## src/rtl/run_dump_controller.sv

```systemverilog
// run_dump_controller: run/halt supervisor and state-dump engine.
// While the machine runs, the PC of every cycle goes into a small trace FIFO,
// and the head of that FIFO is offered on the dump port. A halt instruction or
// a cycle timeout freezes the machine. The engine then drains the trace, walks
// the register file and streams a memory window through the same valid/ready
// port.
module run_dump_controller #(
   parameter int unsigned NUM_REGS    = 32,
   parameter logic [31:0] MEM_BASE    = 32'h00004000,
   parameter int unsigned MEM_LEN     = 4,
   parameter int unsigned MAX_CYCLES  = 64,
   parameter int unsigned TRACE_DEPTH = 8,
   parameter logic [31:0] HALT_INST   = 32'h00000000,
   localparam int unsigned REG_AW     = $clog2(NUM_REGS)
) (
   input  logic              clk,
   input  logic              reset,
   input  logic [31:0]       pc,
   input  logic [31:0]       inst,
   output logic              stop,
   output logic [REG_AW-1:0] reg_rd_addr,
   input  logic [31:0]       reg_rd_data,
   output logic [31:0]       mem_rd_addr,
   input  logic [7:0]        mem_rd_data,
   output logic              dump_valid,
   input  logic              dump_ready,
   output logic [1:0]        dump_kind,
   output logic [31:0]       dump_data,
   output logic              halted,
   output logic              timed_out,
   output logic              trace_overflow,
   output logic              done,
   output logic [31:0]       cycle_count
);

   localparam int unsigned   PTR_W      = $clog2(TRACE_DEPTH);
   localparam logic [PTR_W:0]   CNT_FULL = (PTR_W + 1)'(TRACE_DEPTH);
   localparam logic [PTR_W:0]   CNT_ONE  = (PTR_W + 1)'(1);
   localparam logic [PTR_W-1:0] PTR_ONE  = PTR_W'(1);
   localparam logic [31:0]   CYCLE_LAST = 32'(MAX_CYCLES - 1);
   localparam logic [31:0]   REG_LAST   = 32'(NUM_REGS - 1);
   localparam logic [31:0]   MEM_LAST   = (MEM_LEN == 0) ? 32'd0 : 32'(MEM_LEN - 1);

   typedef enum logic [2:0] {
      ST_RUN,
      ST_DRAIN,
      ST_REGS,
      ST_MEM,
      ST_DONE
   } state_t;

   state_t            state_q;
   state_t            state_d;

   logic [31:0]       fifo_mem [TRACE_DEPTH];
   logic [PTR_W-1:0]  wr_ptr;
   logic [PTR_W-1:0]  rd_ptr;
   logic [PTR_W:0]    fifo_count;

   logic [31:0]       idx_q;
   logic [31:0]       cycle_q;
   logic              halted_q;
   logic              timed_out_q;
   logic              overflow_q;
   logic              stop_q;

   logic              fifo_empty;
   logic              fifo_full;
   logic              handshake;
   logic              pop;
   logic              push;
   logic              drop;
   logic              is_halt;
   logic              is_timeout;

   assign fifo_empty = (fifo_count == '0);
   assign fifo_full  = (fifo_count == CNT_FULL);
   assign handshake  = dump_valid && dump_ready;
   assign pop        = ((state_q == ST_RUN) || (state_q == ST_DRAIN)) && handshake;
   assign push       = (state_q == ST_RUN) && (!fifo_full || pop);
   assign drop       = (state_q == ST_RUN) && fifo_full && !pop;
   assign is_halt    = (inst == HALT_INST);
   assign is_timeout = (cycle_q == CYCLE_LAST);

   assign stop           = stop_q;
   assign halted         = halted_q;
   assign timed_out      = timed_out_q;
   assign trace_overflow = overflow_q;
   assign cycle_count    = cycle_q;
   assign done           = (state_q == ST_DONE);

   // Phase register: RUN, then the dump phases, then DONE until reset.
   always_ff @(posedge clk or posedge reset) begin
      if (reset) begin
         state_q <= ST_RUN;
      end else begin
         state_q <= state_d;
      end
   end

   // Phase sequencing: leave RUN on halt/timeout; leave each dump phase when its last entry is taken.
   always_comb begin
      state_d = state_q;
      case (state_q)
         ST_RUN: begin
            if (is_halt || is_timeout) begin
               state_d = ST_DRAIN;
            end
         end
         ST_DRAIN: begin
            if (fifo_empty || (pop && (fifo_count == CNT_ONE))) begin
               state_d = ST_REGS;
            end
         end
         ST_REGS: begin
            if (handshake && (idx_q == REG_LAST)) begin
               state_d = (MEM_LEN == 0) ? ST_DONE : ST_MEM;
            end
         end
         ST_MEM: begin
            if (handshake && (idx_q == MEM_LAST)) begin
               state_d = ST_DONE;
            end
         end
         ST_DONE: begin
            state_d = ST_DONE;
         end
         default: begin
            state_d = ST_RUN;
         end
      endcase
   end

   // Dump port mux: trace head while tracing, register/memory read data in the dump phases.
   always_comb begin
      dump_valid  = 1'b0;
      dump_kind   = 2'd0;
      dump_data   = 32'd0;
      mem_rd_addr = 32'd0;
      reg_rd_addr = idx_q[REG_AW-1:0];
      case (state_q)
         ST_RUN, ST_DRAIN: begin
            dump_valid = !fifo_empty;
            dump_data  = fifo_empty ? 32'd0 : fifo_mem[rd_ptr];
         end
         ST_REGS: begin
            dump_valid = 1'b1;
            dump_kind  = 2'd1;
            dump_data  = reg_rd_data;
         end
         ST_MEM: begin
            dump_valid  = 1'b1;
            dump_kind   = 2'd2;
            mem_rd_addr = MEM_BASE + idx_q;
            dump_data   = {24'd0, mem_rd_data};
         end
         default: begin
            dump_valid = 1'b0;
         end
      endcase
   end

   // Trace storage: plain memory, only written on an accepted push.
   always_ff @(posedge clk) begin
      if (push) begin
         fifo_mem[wr_ptr] <= pc;
      end
   end

   // Trace pointers and occupancy; a push into a full FIFO only succeeds when the head leaves in the same cycle.
   always_ff @(posedge clk or posedge reset) begin
      if (reset) begin
         wr_ptr     <= '0;
         rd_ptr     <= '0;
         fifo_count <= '0;
      end else begin
         if (push) begin
            wr_ptr <= wr_ptr + PTR_ONE;
         end
         if (pop) begin
            rd_ptr <= rd_ptr + PTR_ONE;
         end
         case ({push, pop})
            2'b10:   fifo_count <= fifo_count + CNT_ONE;
            2'b01:   fifo_count <= fifo_count - CNT_ONE;
            default: fifo_count <= fifo_count;
         endcase
      end
   end

   // Dump index: walks registers, restarts at zero, then walks the memory window; advances only on handshake.
   always_ff @(posedge clk or posedge reset) begin
      if (reset) begin
         idx_q <= 32'd0;
      end else if (handshake) begin
         if (state_q == ST_REGS) begin
            idx_q <= (idx_q == REG_LAST) ? 32'd0 : idx_q + 32'd1;
         end else if (state_q == ST_MEM) begin
            idx_q <= idx_q + 32'd1;
         end
      end
   end

   // Run supervision: halt beats timeout, the stopping cycle is not counted, and all flags are sticky.
   always_ff @(posedge clk or posedge reset) begin
      if (reset) begin
         cycle_q     <= 32'd0;
         halted_q    <= 1'b0;
         timed_out_q <= 1'b0;
         overflow_q  <= 1'b0;
         stop_q      <= 1'b0;
      end else begin
         if (state_q == ST_RUN) begin
            if (is_halt) begin
               halted_q <= 1'b1;
               stop_q   <= 1'b1;
            end else if (is_timeout) begin
               timed_out_q <= 1'b1;
               stop_q      <= 1'b1;
            end else begin
               cycle_q <= cycle_q + 32'd1;
            end
         end
         if (drop) begin
            overflow_q <= 1'b1;
         end
      end
   end

endmodule
```

## config.mk

```make
export PLATFORM = sky130hd
export DESIGN_NAME = run_dump_controller
export DESIGN_NICKNAME = d
export VERILOG_FILES = /design/src/rtl/run_dump_controller.sv
export SDC_FILE = /design/constraint.sdc
export NUM_CORES = 1
export LEC_CHECK = 0
export BUFFER_PORTS_ARGS = -buffer_cell sky130_fd_sc_hd__buf_2
export CAP_MARGIN = 20
export CORE_AREA = 2 2 134 234
export DETAILED_ROUTE_END_ITERATION = 6
export DIE_AREA = 0 0 136 236
export PLACE_DENSITY_LB_ADDON = 0.3
export SKIP_CTS_REPAIR_TIMING = 1
export SYNTH_ARGS = -nofsm -noshare
export SYNTH_HDL_FRONTEND = slang
export SYNTH_SLANG_ARGS = --single-unit
```

## constraint.sdc

```tcl
create_clock -name clk -period 6.13 [get_ports clk]
set_clock_uncertainty 0.15 [all_clocks]
set_input_delay 0.9195 -clock clk [delete_from_list [all_inputs] [get_ports clk]]
set_output_delay 0.9195 -clock clk [all_outputs]
set_load 0.02 [all_outputs]
```

==> results of run 1 <==
[synth_stat cells, types with 2 or more instances]
library cell and number:
edfxtp_1 256, dfrtp_1 81, mux4_2 64, nand2_1 61, xnor2_1 56, nor2_1 55
o21ai_0 36, mux2i_1 32, clkbuf_1 27, nand3_1 26, xor2_1 23, nand4_1 21
nor4_1 21, and2_1 19, and3_1 17, nor3_1 15, inv_1 13, a22oi_1 10
ha_1 10, buf_2 6, a21oi_1 5, buf_4 5, a21o_1 4, mux2_2 4
or3_1 4, and4_1 3, buf_1 3, nand2b_1 3, buf_6 2, nand2b_4 2
nand3b_1 2, nor2_2 2, or4_1 2, xnor2_2 2
[state kept, by name, indices dropped and copies added (netlist names), 3 cells and up]
signal       flops
cycle_count     32
idx_q           32
fifo_mem       256
fifo_count       4
state_q          3
wr_ptr           3
rd_ptr           3
[layout make-up]
cell class	instances	area (µm²)
Inverter	13	48.8
Clock inverter	16	114
Multi-Input combinational cell	518	4470
Fill cell	2498	13500
Sequential cell	337	9720
Tap cell	391	489
Clock buffer	39	846
Timing Repair Buffer	233	1220
[worst max-delay path: stages (launching register included)]
cell     delay [ns]
dfrtp_1        0.49
inv_1          0.17
nor2_1         0.19
nand2_1        0.39
inv_1          0.85
a22oi_1        0.18
o21ai_0        0.20
buf_2          0.23
[stage by stage]
stage | std cells | total power [W]
5_1_grt | 1547 | 0.00774
3_3_place_gp | 1491 | 0.00563
4_1_cts | 1546 | 0.00751
3_5_place_dp | 1491 | 0.00567
2_1_floorplan | 911 | 0.00483
6_report | 1547 | 0.00739
[per-layer routing]
layer	wire (µm)	part of all wire [%]	global-route usage, %	up-vias
li1	-	-	-	3916
met1	12000	38	23.1	4276
met2	17200	54	36.3	235
met3	1510	4.8	2.90	56
met4	851	2.7	6.22	2
met5	13	0.041	0	-
[worst max path at each step]
stage	from	endpoint	slack, ns	depth (start not counted)
final	state_q[1]	dump_data[4]	1.76	7
after global routing	state_q[1]	dump_data[6]	1.43	7
after CTS	state_q[1]	dump_data[6]	1.57	7
after detailed placement	state_q[1]	dump_data[6]	2.21	7
after global placement	state_q[1]	dump_data[6]	2.38	7
after floorplan	dump_ready	fifo_mem[0][0]	1.94	3
[report_power, final]
group,leakage (nW),internal (W),switching (W)
registers,3.39,0.00304,0.000230
logic,2.53,0.000945,0.00135
clock network,0.462,0.00101,0.000820
[placed cells by master (no fill, tap or decap), types with 31 or more instances in the layout]
| master | instances |
|---|---|
| edfxtp_1 | 256 |
| mux2i_1 | 32 |
| xnor2_1 | 56 |
| mux4_2 | 64 |
| nor2_1 | 49 |
| dfrtp_1 | 78 |
| nand2_1 | 61 |
| o21ai_0 | 36 |
| buf_2 | 215 |
| clkbuf_16 | 31 |
[cells by family (layout without fill, tap and decap cells)]
group,Yosys count,count (layout),share of synthesized area [%]
adders and majority gates,10,10,0.870
DFF,337,337,67.6
AOI/OAI and AO/OA,62,62,2.54
buffers and inverters,56,301,1.75
and+or+nand+nor,265,265,9.67
xor gates and xnor gates,81,81,5.04
muxes,100,100,12.6
==> impl_metrics.tcl, run 1 <==
set metrics [dict create \
    start_util_pct 47.3 \
    io_pins 216 \
    timing.fmax_mhz 229 \
    min_path_type "input pin to asynchronous set/reset pin" \
    wl_um 31600 \
    arrival_ns 3.30 \
    synthCells 911 \
    die_y_um 236 \
    fp.dieArea_um2 32100 \
    cts-htree-levels 1 \
    syn_nets 1028 \
    dp_hpwl_um 20100 \
    status "finished clean" \
    power.density_nw_per_um2 437 \
    min_period_ns 4.37 \
    path_class "register to primary output" \
    grt_max_degree 50 \
    yosysUniqueCellTypes 53 \
    syn_to_final_growth_pct 17.6 \
    setup_viol 0 \
    cts_buffers 30 \
    yosysSeqAreaShare_pct 67.6 \
    portBuffers 215 \
    r2r_slack_ns 3.28 \
    hold_ws_ns 0.239 \
    path_max_fanout 24 \
    grt_use_total_pct 19.7 \
    drt_first_iter_violations 444 \
    clock_path_buffers 3 \
    routedWlPerCell_um 20.4 \
    ys_ff_latch 337 \
    antenna_cells 0 \
    route.detailed.drc 0 \
    synth_top_area_share_pct 53.5 \
    vdd_drop_max_mv 0.304 \
    drv_cap 0 \
    clkSlewWorstSetupHoldPaths_ns 0.07 \
    ys.flop_type "edfxtp_1" \
    cts.sinks 337 \
    r2r_start "state_q[2]" \
    first_pass_iters 7 \
    place_ws_ns 2.21 \
    reg2reg_to "fifo_mem[0][11]" \
    synth_edf_count 256 \
    antenna_found_initial 1 \
    hold_viol 0 \
    final_util_pct 55.6 \
    vias_per_cell 5.48 \
    fp.coreArea_um2 30400 \
    grt_overflow 0 \
    num_vias 8485 \
    cp.required_ns 5.06 \
    drv_slew 0 \
    cp-end-kind "primary output" \
    synthTopCellsByArea "edfxtp_1 53%, dfrtp_1 14%, mux4_2 10%, xnor2_1 3.4%, mux2i_1 2.2%" \
    drtAntennaViolNets 0 \
    reg2regPathDepth 5 \
    cts_tree "done" \
    chipWidth_um 136 \
    async_reset_ff_share_pct 24.0 \
    synth.avg_cell_area_um2 15.8 \
    worst_pin_slew_ns 0.943 \
    tns_ns 0 \
    crit_path_start_kind "register" \
    root_buffer "clkbuf_16" \
    rows 85 \
    place_area_um2 15900 \
    ys_warn_count 0 \
    grt_pass1_vias 8529 \
    gp_congestion 0.843 \
    fin_crit_sh_pct 71.3 \
    fin_ws_ns 1.76 \
    layout.nets 1250 \
    slew-limit-headroom_pct 37.0 \
    syn_area_um2 14400 \
    fin_area_um2 16900 \
    final_layout_size_suffix_gt1_share_pct 32.4 \
    clk_latency_ns 0.57 \
    rsz0062_at_grt "no" \
    synth_top_area_cell "edfxtp_1" \
    grt_first_pass_wirelength_um 48000 \
    p_leak_nw 6.39 \
]
Power figures use the tool's default switching activity.
==> run 2, diff against run 1 <==
Clock period 6.13 ns to 4.5 ns, I/O delays scaled along.
==> run 2 against run 1 <==
Cell count is 0.65% higher. Cell area up 1.1%. Count of clock-buffer cells in the layout is 1 higher. Sequential power rose by 39%. Via count rose by 0.42%. Register-to-register slack lost 1.7 ns. Die area unchanged. Non-clock buffer count grew 5. Highest routed layer unchanged.
==> impl_metrics.tcl, run 2 (synthesized netlist as in run 1, its figures left out) <==
set metrics [dict create \
    first_pass_iters 5 \
    reg2regPathDepth 5 \
    grt_first_pass_wirelength_um 49000 \
    crit_path_start_kind "register" \
    clock_path_buffers 3 \
    die_y_um 236 \
    cp-end-kind "primary output" \
    timing.fmax_mhz 252 \
    route.detailed.drc 0 \
    wl_um 32100 \
    final_layout_size_suffix_gt1_share_pct 33.0 \
    final_common_cell "edfxtp_1" \
    portBuffers 215 \
    start_util_pct 47.3 \
    drtAntennaViolNets 0 \
    final_util_pct 56.2 \
    rows 85 \
    gp_congestion 0.810 \
    tns_ns 0 \
    routedWlPerCell_um 20.6 \
    setup_viol 0 \
    clk_latency_ns 0.57 \
    min_period_ns 3.96 \
    fp.dieArea_um2 32100 \
    cts-htree-levels 1 \
    root_buffer "clkbuf_16" \
    syn_to_final_growth_pct 18.9 \
    grt_pass1_vias 8654 \
    r2r_slack_ns 1.57 \
    hold_viol 0 \
    drv_cap 0 \
    arrival_ns 3.14 \
    slew-limit-headroom_pct 35.8 \
    cts_tree "done" \
    drt_first_iter_violations 551 \
    cp.required_ns 3.67 \
    io_pins 216 \
    final_cell_mix "256 x edfxtp_1, 215 x buf_2, 78 x dfrtp_1, 64 x mux4_2, 61 x nand2_1" \
    min_path_type "input pin to asynchronous set/reset pin" \
    drv_slew 0 \
    path_class "register to primary output" \
    fp.coreArea_um2 30400 \
    dp_cells 1497 \
    fin_crit_sh_pct 88.1 \
    cts.sinks 337 \
    path_max_fanout 19 \
    grt_overflow 0 \
    layout.nets 1256 \
    power.density_nw_per_um2 609 \
    chipWidth_um 136 \
    vdd_drop_max_mv 0.496 \
    p_leak_nw 6.47 \
    grt_max_degree 43 \
    grt_use_total_pct 20.0 \
    status "finished clean" \
    antenna_found_initial 5 \
    num_vias 8521 \
    rsz0062_at_grt "no" \
    cts_buffers 31 \
    final_cells 1557 \
    clkSlewWorstSetupHoldPaths_ns 0.07 \
    largest_reg_flops 256 \
    vias_per_cell 5.47 \
    largest_register "fifo_mem" \
    worst_pin_slew_ns 0.962 \
    dp_hpwl_um 20900 \
]
## run 2: cell count changes in the layout (fill, tap and decap cells not counted), sizes merged
cell,delta
buf,+5
diode,+2
clkinvlp,+2
bufinv,+4
clkinv,-6
clkbuf,+1
inv,+2
## run 2: stage by stage
stage	power, W	hold slack [ns]	instance area (µm²)	worst slack (ns)
floorplan	0.00658	0.327	14400	0.440
global placement	0.00773	0.288	16000	1.27
detailed placement	0.00780	0.289	16000	1.12
CTS	0.0106	0.0908	17100	0.499
global route	0.0109	0.142	17100	0.264
finish	0.0104	0.0954	17100	0.536
## run 2: power by group
part / internal, W / switching (W)
registers: 0.00413 / 0.000394
logic: 0.00133 / 0.00179
clock network: 0.00163 / 0.00114
total: 0.00709 / 0.00333
## run 2: path summary, 6_finish.rpt
path / startpoint / to
worst max-delay path: state_q[1] / dump_data[5]
worst min-delay path: reset / cycle_count[31]
worst max register to register: state_q[2] / fifo_mem[4][11]
worst min register to register: stop / stop
max in group asynchronous: reset / rd_ptr[0]
min in group clk: pc[11] / fifo_mem[4][11]
## run 2: metal layers
| layer | track usage, % | share of wire, % |
|---|---|---|
| met4 | 5.59 | 2.1 |
| met1 | 23.6 | 39 |
| met3 | 3.33 | 5.3 |
| met2 | 36.9 | 54 |
| met5 | 0 | 0.13 |
## run 2: layout make-up
| type | count | area [µm²] |
|---|---|---|
| clock buffer | 40 | 850 |
| clock inverter | 18 | 238 |
| fill | 2452 | 13300 |
| sequential | 337 | 9720 |
| tap | 391 | 489 |
| multi-input combinational | 518 | 4470 |
| timing repair buffer | 238 | 1270 |
| antenna | 2 | 5.00 |
| inverter | 13 | 48.8 |
## run 2: critical path, cell delays in order (launching register included)
cell	delay [ns]
dfrtp_1	0.50
inv_1	0.18
nor2_1	0.19
nand2_1	0.37
inv_1	0.65
buf_4	0.30
a22oi_1	0.08
o21ai_0	0.10
buf_2	0.20
